`src/rtl/bcd_serial_tens_complementer.sv`:
```
// bcd_serial_tens_complementer
//   Serial ten's complementer for an N_DIGITS-wide packed BCD operand. One
//   digit complementer plus a +1 carry stage is reused for every digit,
//   least significant digit first, one digit per clock.
//   Optional: define BCD_COMPL_NINES_MODE_EN to add a 'mode' input
//   (1 = nines complement, 0 = ten's complement), sampled with x on start.
// Ports:
//   clock   - system clock, rising edge
//   reset_  - asynchronous active-low reset
//   soc     - start of conversion (level)
//   mode    - (optional) nines-complement select, sampled at start
//   x       - packed BCD operand, digit i = x[4i+3:4i]
//   eoc     - end of conversion, 1 = idle and z valid
//   z       - packed BCD result
//   cout    - carry out of the MSD (1 only for an all-zero operand)
//   err     - an operand digit > 9 was seen in the last conversion

// One-digit nines complement plus incoming carry. Non-BCD digits yield 4'hF
// and kill the carry so the error stays local to that digit.
module bcd_digit_compl (
  input  logic [3:0] d,
  input  logic       cin,
  output logic [3:0] q,
  output logic       cout,
  output logic       bad
);
  logic [4:0] s;

  always_comb begin
    s    = 5'(4'd9 - d) + 5'(cin);
    bad  = (d > 4'd9);
    q    = s[3:0];
    cout = 1'b0;
    if (bad) begin
      q = 4'hF;
    end else if (s == 5'd10) begin
      q    = 4'h0;
      cout = 1'b1;
    end
  end
endmodule

module bcd_serial_tens_complementer #(
  parameter int N_DIGITS = 4
) (
  input  logic                  clock,
  input  logic                  reset_,
  input  logic                  soc,
`ifdef BCD_COMPL_NINES_MODE_EN
  input  logic                  mode,
`endif
  input  logic [4*N_DIGITS-1:0] x,
  output logic                  eoc,
  output logic [4*N_DIGITS-1:0] z,
  output logic                  cout,
  output logic                  err
);
  localparam int IW = (N_DIGITS > 1) ? $clog2(N_DIGITS) : 1;

  typedef enum logic [1:0] {IDLE, CALC, WAIT_SOC} state_t;

  state_t                       state_q, state_d;
  logic [4*N_DIGITS-1:0]        opnd_q;   // shifts right, current digit at [3:0]
  logic [N_DIGITS-1:0][3:0]     z_q;
  logic [IW-1:0]                idx_q;
  logic                         carry_q, cout_q, err_q;
  logic [3:0]                   dig_q;
  logic                         dig_cout, dig_bad;
  logic                         last, start, start_carry;

  bcd_digit_compl u_dig (
    .d    (opnd_q[3:0]),
    .cin  (carry_q),
    .q    (dig_q),
    .cout (dig_cout),
    .bad  (dig_bad)
  );

`ifdef BCD_COMPL_NINES_MODE_EN
  assign start_carry = ~mode;   // no +1 gives the plain nines complement
`else
  assign start_carry = 1'b1;
`endif

  assign last  = (idx_q == IW'(N_DIGITS - 1));
  assign start = (state_q == IDLE) && soc;

  always_ff @(posedge clock or negedge reset_) begin
    if (!reset_) state_q <= IDLE;
    else         state_q <= state_d;
  end

  always_comb begin
    state_d = state_q;
    case (state_q)
      IDLE:     if (soc)  state_d = CALC;
      CALC:     if (last) state_d = WAIT_SOC;
      WAIT_SOC: if (!soc) state_d = IDLE;
      default:            state_d = IDLE;
    endcase
  end

  always_ff @(posedge clock or negedge reset_) begin
    if (!reset_) begin
      opnd_q  <= '0;
      z_q     <= '0;
      idx_q   <= '0;
      carry_q <= 1'b0;
      cout_q  <= 1'b0;
      err_q   <= 1'b0;
    end else if (start) begin
      opnd_q  <= x;
      idx_q   <= '0;
      carry_q <= start_carry;
      err_q   <= 1'b0;
    end else if (state_q == CALC) begin
      opnd_q     <= opnd_q >> 4;
      z_q[idx_q] <= dig_q;
      carry_q    <= dig_cout;
      if (dig_bad) err_q <= 1'b1;
      // Index stops at the last digit so it never wraps.
      if (last) cout_q <= dig_cout;
      else      idx_q  <= idx_q + IW'(1);
    end
  end

  assign eoc  = (state_q == IDLE);
  assign z    = z_q;
  assign cout = cout_q;
  assign err  = err_q;
endmodule

```
`config.mk`:
```
export PLATFORM = sky130hd
export DESIGN_NAME = bcd_serial_tens_complementer
export DESIGN_NICKNAME = d
export VERILOG_FILES = /design/src/rtl/bcd_serial_tens_complementer.sv
export SDC_FILE = /design/constraint.sdc
export NUM_CORES = 1
export LEC_CHECK = 0
export ABC_AREA = 1
export CAP_MARGIN = 0
export CORE_ASPECT_RATIO = 1.4
export CORE_MARGIN = 2
export CORE_UTILIZATION = 25
export CTS_CLUSTER_SIZE = 20
export DETAILED_ROUTE_END_ITERATION = 8
export PLACE_DENSITY_LB_ADDON = 0.3
export SYNTH_ARGS = -nofsm -noshare
export SYNTH_HDL_FRONTEND = slang
export SYNTH_HIERARCHICAL = 1
export SYNTH_SLANG_ARGS = --single-unit
```
`constraint.sdc`:
```
create_clock -name clock -period 1.71 [get_ports clock]
set_clock_uncertainty 0.15 [all_clocks]
set_input_delay 0.2565 -clock clock [delete_from_list [all_inputs] [get_ports clock]]
set_output_delay 0.2565 -clock clock [all_outputs]
set_load 0.005 [all_outputs]
```
; ---- Yosys cells after proc, flatten, opt, wreduce, memory -nomap -nowiden
; Index checks and enable logic that the tools add are counted.
[word_totals]
wordCells = 56
regBits = 39
output_inout_bits = 19
in_bits = 19
[op_classes]
n_lt_le_gt_ge = 3
n_addsub = 3
bitwise_logic = 1
n_eq_ne = 8
reduce_logical = 10
mux = 21
[ops]
columns = operator, count
row1 = $mux W16, 2
row2 = $bwmux W16, 1
row3 = $mux W2, 6
row4 = $mux W4, 3
row5 = $demux W4 S2, 1
row6 = $mux W1, 7
row7 = $ne A2 B2 Y1 const B, 3
row8 = $pmux W2 S3, 1
row9 = $reduce_and A2 Y1, 3
row10 = $reduce_and A3 Y1, 2
row11 = $add A5 B1 Y5, 1
row12 = $eq A5 B4 Y1 const B, 1
row13 = $sub A4 B4 Y5 const A, 1
row14 = $eq A2 B2 Y1 const B, 2
row15 = $gt A4 B4 Y1 const B, 1
row16 = $reduce_bool A2 Y1, 2
row17 = $lt A2 B3 Y1 const B, 1
row18 = $add A2 B1 Y2 const B, 1
row19 = $eq A2 B1 Y1 const B, 1
row20 = $ge A2 B1 Y1 const B, 1
row21 = $logic_and A1 B1 Y1, 2
row22 = $logic_not A2 Y1, 1
row23 = $ne A2 B1 Y1 const B, 1
row24 = $not A1 Y1, 1

; ---- Depth between registers and ports, before layout
[logic_depth]
word_depth = 7
ltp_mapped = 11
depth_no_buf = 11

; ---- Modules after synthesis
; The synthesis kept the hierarchy.
[modules_own_cells]
columns = mod, area_each_um2, seq_area_each_um2, n_inst, cells_each
row1 = bcd_serial_tens_complementer, 1697.9, 975.9, 1, 199
row2 = bcd_digit_compl, 152.6, 0.0, 1, 29

; ---- Least setup slack after synthesis
; Ideal clock, no wire load.
[synth_timing]
path_kind = reg-to-reg
from = register opnd_q[0]
to = register z_q (netlist bit z[15])
t_required_ps = 1443
synth_period_minus_slack_ps = 1657
path_slack_ps = 53
stages_incl_launch_ff = 11
t_arrival_ps = 1390
setup_ps = 117
path_buffers = 0
path_cell_list = dfrtp_1 -> inv_1 -> ha_1 -> inv_1 -> ha_1 -> nor2_1 -> nand2_1 -> o21ai_0 -> nand2_1 -> nand2_1 -> nand2_1
[synth_via]
elab_chain_len = 6
elab_cells_between_ends = 7
cone_classes = add/sub: 2 / order compare: 1 / eq/ne: 1 / mux: 3
[synth_lines]
columns = element, line_no
row1 = from (decl), 63  ; logic [4*N_DIGITS-1:0] opnd_q;
row2 = from (signal assigned), 117  ; opnd_q <= opnd_q >> 4;
row3 = $sub A4 B4 Y5, 30  ; s = 5'(4'd9 - d) + 5'(cin);
row4 = $add A5 B1 Y5, 30
row5 = $eq A5 B4 Y1, 36  ; end else if (s == 5'd10) begin
row6 = $mux W4, 36
row7 = $mux W4 *, 34  ; if (bad) begin
row8 = named net dig_q[3], 67  ; logic [3:0] dig_q;
row9 = $bwmux W16 *, 118  ; z_q[idx_q] <= dig_q;
row10 = "to (signal, indexed assignment)", 118
row11 = to (decl), 64  ; logic [N_DIGITS-1:0][3:0] z_q;
; The timed path passes the listed nets; every way through them passes the cells marked *.
; A chain may end at the register's enable or synchronous reset.

; ---- Worst setup path after layout
[layout_timing]
from = register opnd_q[0]
to = register carry_q
[layout_via]
elab_chain_len = 7
elab_cells_between_ends = 8
cone_classes = add/sub: 2 / order compare: 1 / eq/ne: 1 / mux: 4
[layout_lines]
columns = element, line_no
row1 = $sub A4 B4 Y5, 30
row2 = $add A5 B1 Y5, 30
row3 = $eq A5 B4 Y1, 36
row4 = $mux W1, 36
row5 = $mux W1 *, 34
row6 = named net dig_cout, 68  ; logic dig_cout, dig_bad;
row7 = $mux W1 *, 116  ; end else if (state_q == CALC) begin
row8 = $mux W1 *, 111  ; end else if (start) begin
row9 = to (signal assigned), 114  ; carry_q <= start_carry;
row10 = to (signal assigned), 119  ; carry_q <= dig_cout;
row11 = to (decl), 66  ; logic carry_q, cout_q, err_q;
; The timed path passes the listed nets; every way through them passes the cells marked *. The select of a mux whose other input is x is not followed.

==> summary.txt <==
Clock transition at path regs - 0.08 ns
Final Hold Violating Endpoints - 0
Final setup viols - 0
WS Path Type - flip-flop to flip-flop
IO Port Bufs - 37
Post-Syn Nets - 253
Worst VDD drop - 574 µV
Critical Path RT - 1.78 ns
Share of power burned in registers - 32.4%
Post-DP HPWL - 3150 µm
Fin cells - 376
Post-synthesis sequential area ratio - 52.7%
Synth area leader - dfrtp_1
H-Tree Depth - 2
Buf/Inv on CP - 2
Clock Tree Buf Depth - 2
RePlAce Congestion - 0.769
Via count - 1569
Root Driver - clkbuf_8
Pleak - 1.27 nW
#FFs+latches synth - 39
Worst hold path type - input port to asynchronous set/reset pin
DR WL/cell - 11.1 µm
Global-route wire length before repair - 7270 µm
Area growth, synth to finish - 39.6%
Drt initial violations - 59
Avg Vias per Cell - 4.17
Die footprint - 8120 µm²
Filler instances - 807
Mapped Cells - 228
CTS tree - yes
RSZ-0062 raised after global routing - true
NumNets Final - 303
Max stage delay on crit path - 0.38 ns
Power per cell area - 1880 nW/µm²
Core area - 7270 µm²
Slew HR - 72.5%
Die Width - 76.7 µm
Number of max-cap violations - 0
Total Wirelength - 4160 µm
CP Capture Type - flip-flop
Status - finished, final reports clean
Initial core utilization - 25.5%
Pwr Total - 4.86 mW
DRC - 0
Remaining antenna violation count - 0
CTS Buf Count - 5
Layout cells sized above 1 - 14.0%
Clock network power share - 18.5%
Synthesized area - 1850 µm²
Top post-synthesis cells by area - dfrtp_1 (53%), nand2_1 (20%), nand3_1 (9.2%)
Sw Pwr - 1.86 mW
Vias in the first global route - 1597
Clock Latency Late Sink - 0.29 ns
Initial antenna violation count - 0
Row count - 37
Sw frac - 38.2%
Final max-slew violation count - 0
Pin slew with the least headroom to its limit - 0.412 ns
Slowest-stage cell, CP - dfrtp_1
Data arrival, critical path - 1.77 ns
Int Pwr - 3.00 mW
Fin crit share - 99.8%
Crit-path max FO - 2
Overflow after GRT - 0
Io pins - 38
Yosys warnings - 6
Worst Setup Start Kind - flip-flop
CP Cell Sequence - inv_1 -> ha_2 -> inv_2 -> ha_4 -> nor2_2 -> nand2_2 -> nor2_4 -> and2_4 -> nor2_1 -> a21oi_1
Largest net degree at the start of global routing - 24
Placed cells - 366
Die span in y - 106 µm
Comb power frac - 49.2%
Min Tclk post-route - 1.71 ns
Crit path max-delay family - simple AND/OR/NAND/NOR gates
Yosys cell types - 18
CTS Sinks - 39
All-Layer GR Usage - 11.1%
Synth top area share - 52.7%
# diodes - 0
F_max - 586 MHz
Initial DRT Pass Iterations - 4
Syn Area/Cell - 8.12 µm²
==> area by class of cell <==
cell class / count / area [µm²] / share of cell area [%]
flip-flops and latches: 39 / 976 / 37.8
multi-input cells: 164 / 800 / 31.0
repair buffers: 49 / 482 / 18.7
well taps: 97 / 121 / 4.70
clock buffers: 6 / 72.6 / 2.81
inverters: 19 / 71.3 / 2.76
clock inverters: 2 / 60.1 / 2.33
==> state kept, by name, indices dropped and copies added (netlist names) <==
| name | count |
|---|---|
| err | 1 |
| carry_q | 1 |
| cout | 1 |
| opnd_q | 16 |
| z | 16 |
| state_q | 2 |
| idx_q | 2 |
==> metal layers <==
metal / track usage [%] / part of all wire (%)
met4: 4.29 / 0.82
met3: 2.91 / 3.7
met5: 0 / 0
met1: 13.2 / 44
met2: 19.0 / 52
==> cells in the mapped netlist (all sizes together) <==
master,instances
nand2,103
dfrtp,39
nand3,34
inv,19
nor2,14
ha,6
buf,5
a21oi,2
o21ai,2
and2,1
clkbuf,1
nand4,1
or2,1
==> worst reg2reg max path: cells and delay by family, from the launching register on <==
kind,cells,cell delay (ns)
buffers and inverters,2,0.11
DFF,1,0.38
and+or+nand+nor,5,0.50
AOI/OAI and AO/OA,1,0.11
adders and majority gates,2,0.39
==> kinds of logic (layout without fill, tap and decap cells) <==
family,count (synthesis),count (layout),synth area share [%]
adder cells (fa/ha/maj),6,6,4.06
AO/OA/AOI/OAI,4,4,1.69
buffers and inverters,25,76,6.09
flip-flops,39,39,52.7
AND/OR/NAND/NOR,154,154,35.4
==> path summary, 6_finish.rpt <==
| kind | from | end | slack, ns | cells after the start |
|---|---|---|---|---|
| max | opnd_q[0] | carry_q | 0.003 | 10 |
| min | reset_ | opnd_q[14] | 0.27 | 2 |
| min reg2reg | opnd_q[14] | opnd_q[14] | 0.32 | 2 |
| max in group asynchronous | reset_ | z[2] | 0.67 | 3 |
| max reg2reg | opnd_q[0] | carry_q | 0.003 | 10 |
| min in group clock | opnd_q[14] | opnd_q[14] | 0.32 | 2 |
==> timing repair <==
action | 4_1_cts | 5_1_grt
endpoints found under the setup margin | 11 | 10
pin swaps | 6 | 3
setup buffers | 1 | 1
cloned | 0 | 0
hold endpoints to repair | 16 | 0
gates resized for setup | 6 | 6
hold buffers | 1 | 0
==> layout by cell type (no fill, tap or decap), types with 2 or more instances in the layout <==
cell,n
clkdlybuf4s50_1,35
nand2_1,98
ha_1,4
nor2_2,2
nor2_1,9
inv_2,4
dfrtp_1,39
nand3_1,34
bufinv_16,2
inv_1,15
buf_4,9
nor2_4,3
nand2_2,5
clkbuf_8,5
buf_12,2
==> metrics by stage <==
step	setup WS [ns]	area, µm²	TNS (ns)	util (%)	hold slack [ns]
2_1_floorplan	0.0533	1850	0	-	-0.189
3_3_place_gp	-0.0527	2400	-0.327	33.0	0.0643
3_5_place_dp	-0.0942	2400	-0.711	33.0	0.0621
4_1_cts	0.00579	2560	0	35.2	0.268
5_1_grt	-0.0791	2580	-0.594	35.5	0.296
6_report	0.00310	2580	0	35.5	0.270
==> power by group through the flow <==
stage / registers [mW] / logic (mW) / clock network, mW
final: 1.57 / 2.39 / 0.898
after global routing: 1.63 / 2.72 / 0.979
after CTS: 1.58 / 2.34 / 0.936
after detailed placement: 1.59 / 2.31 / 0
after global placement: 1.58 / 2.28 / 0
after floorplan: 1.56 / 1.35 / 0
(Power assumes the default switching activity.)
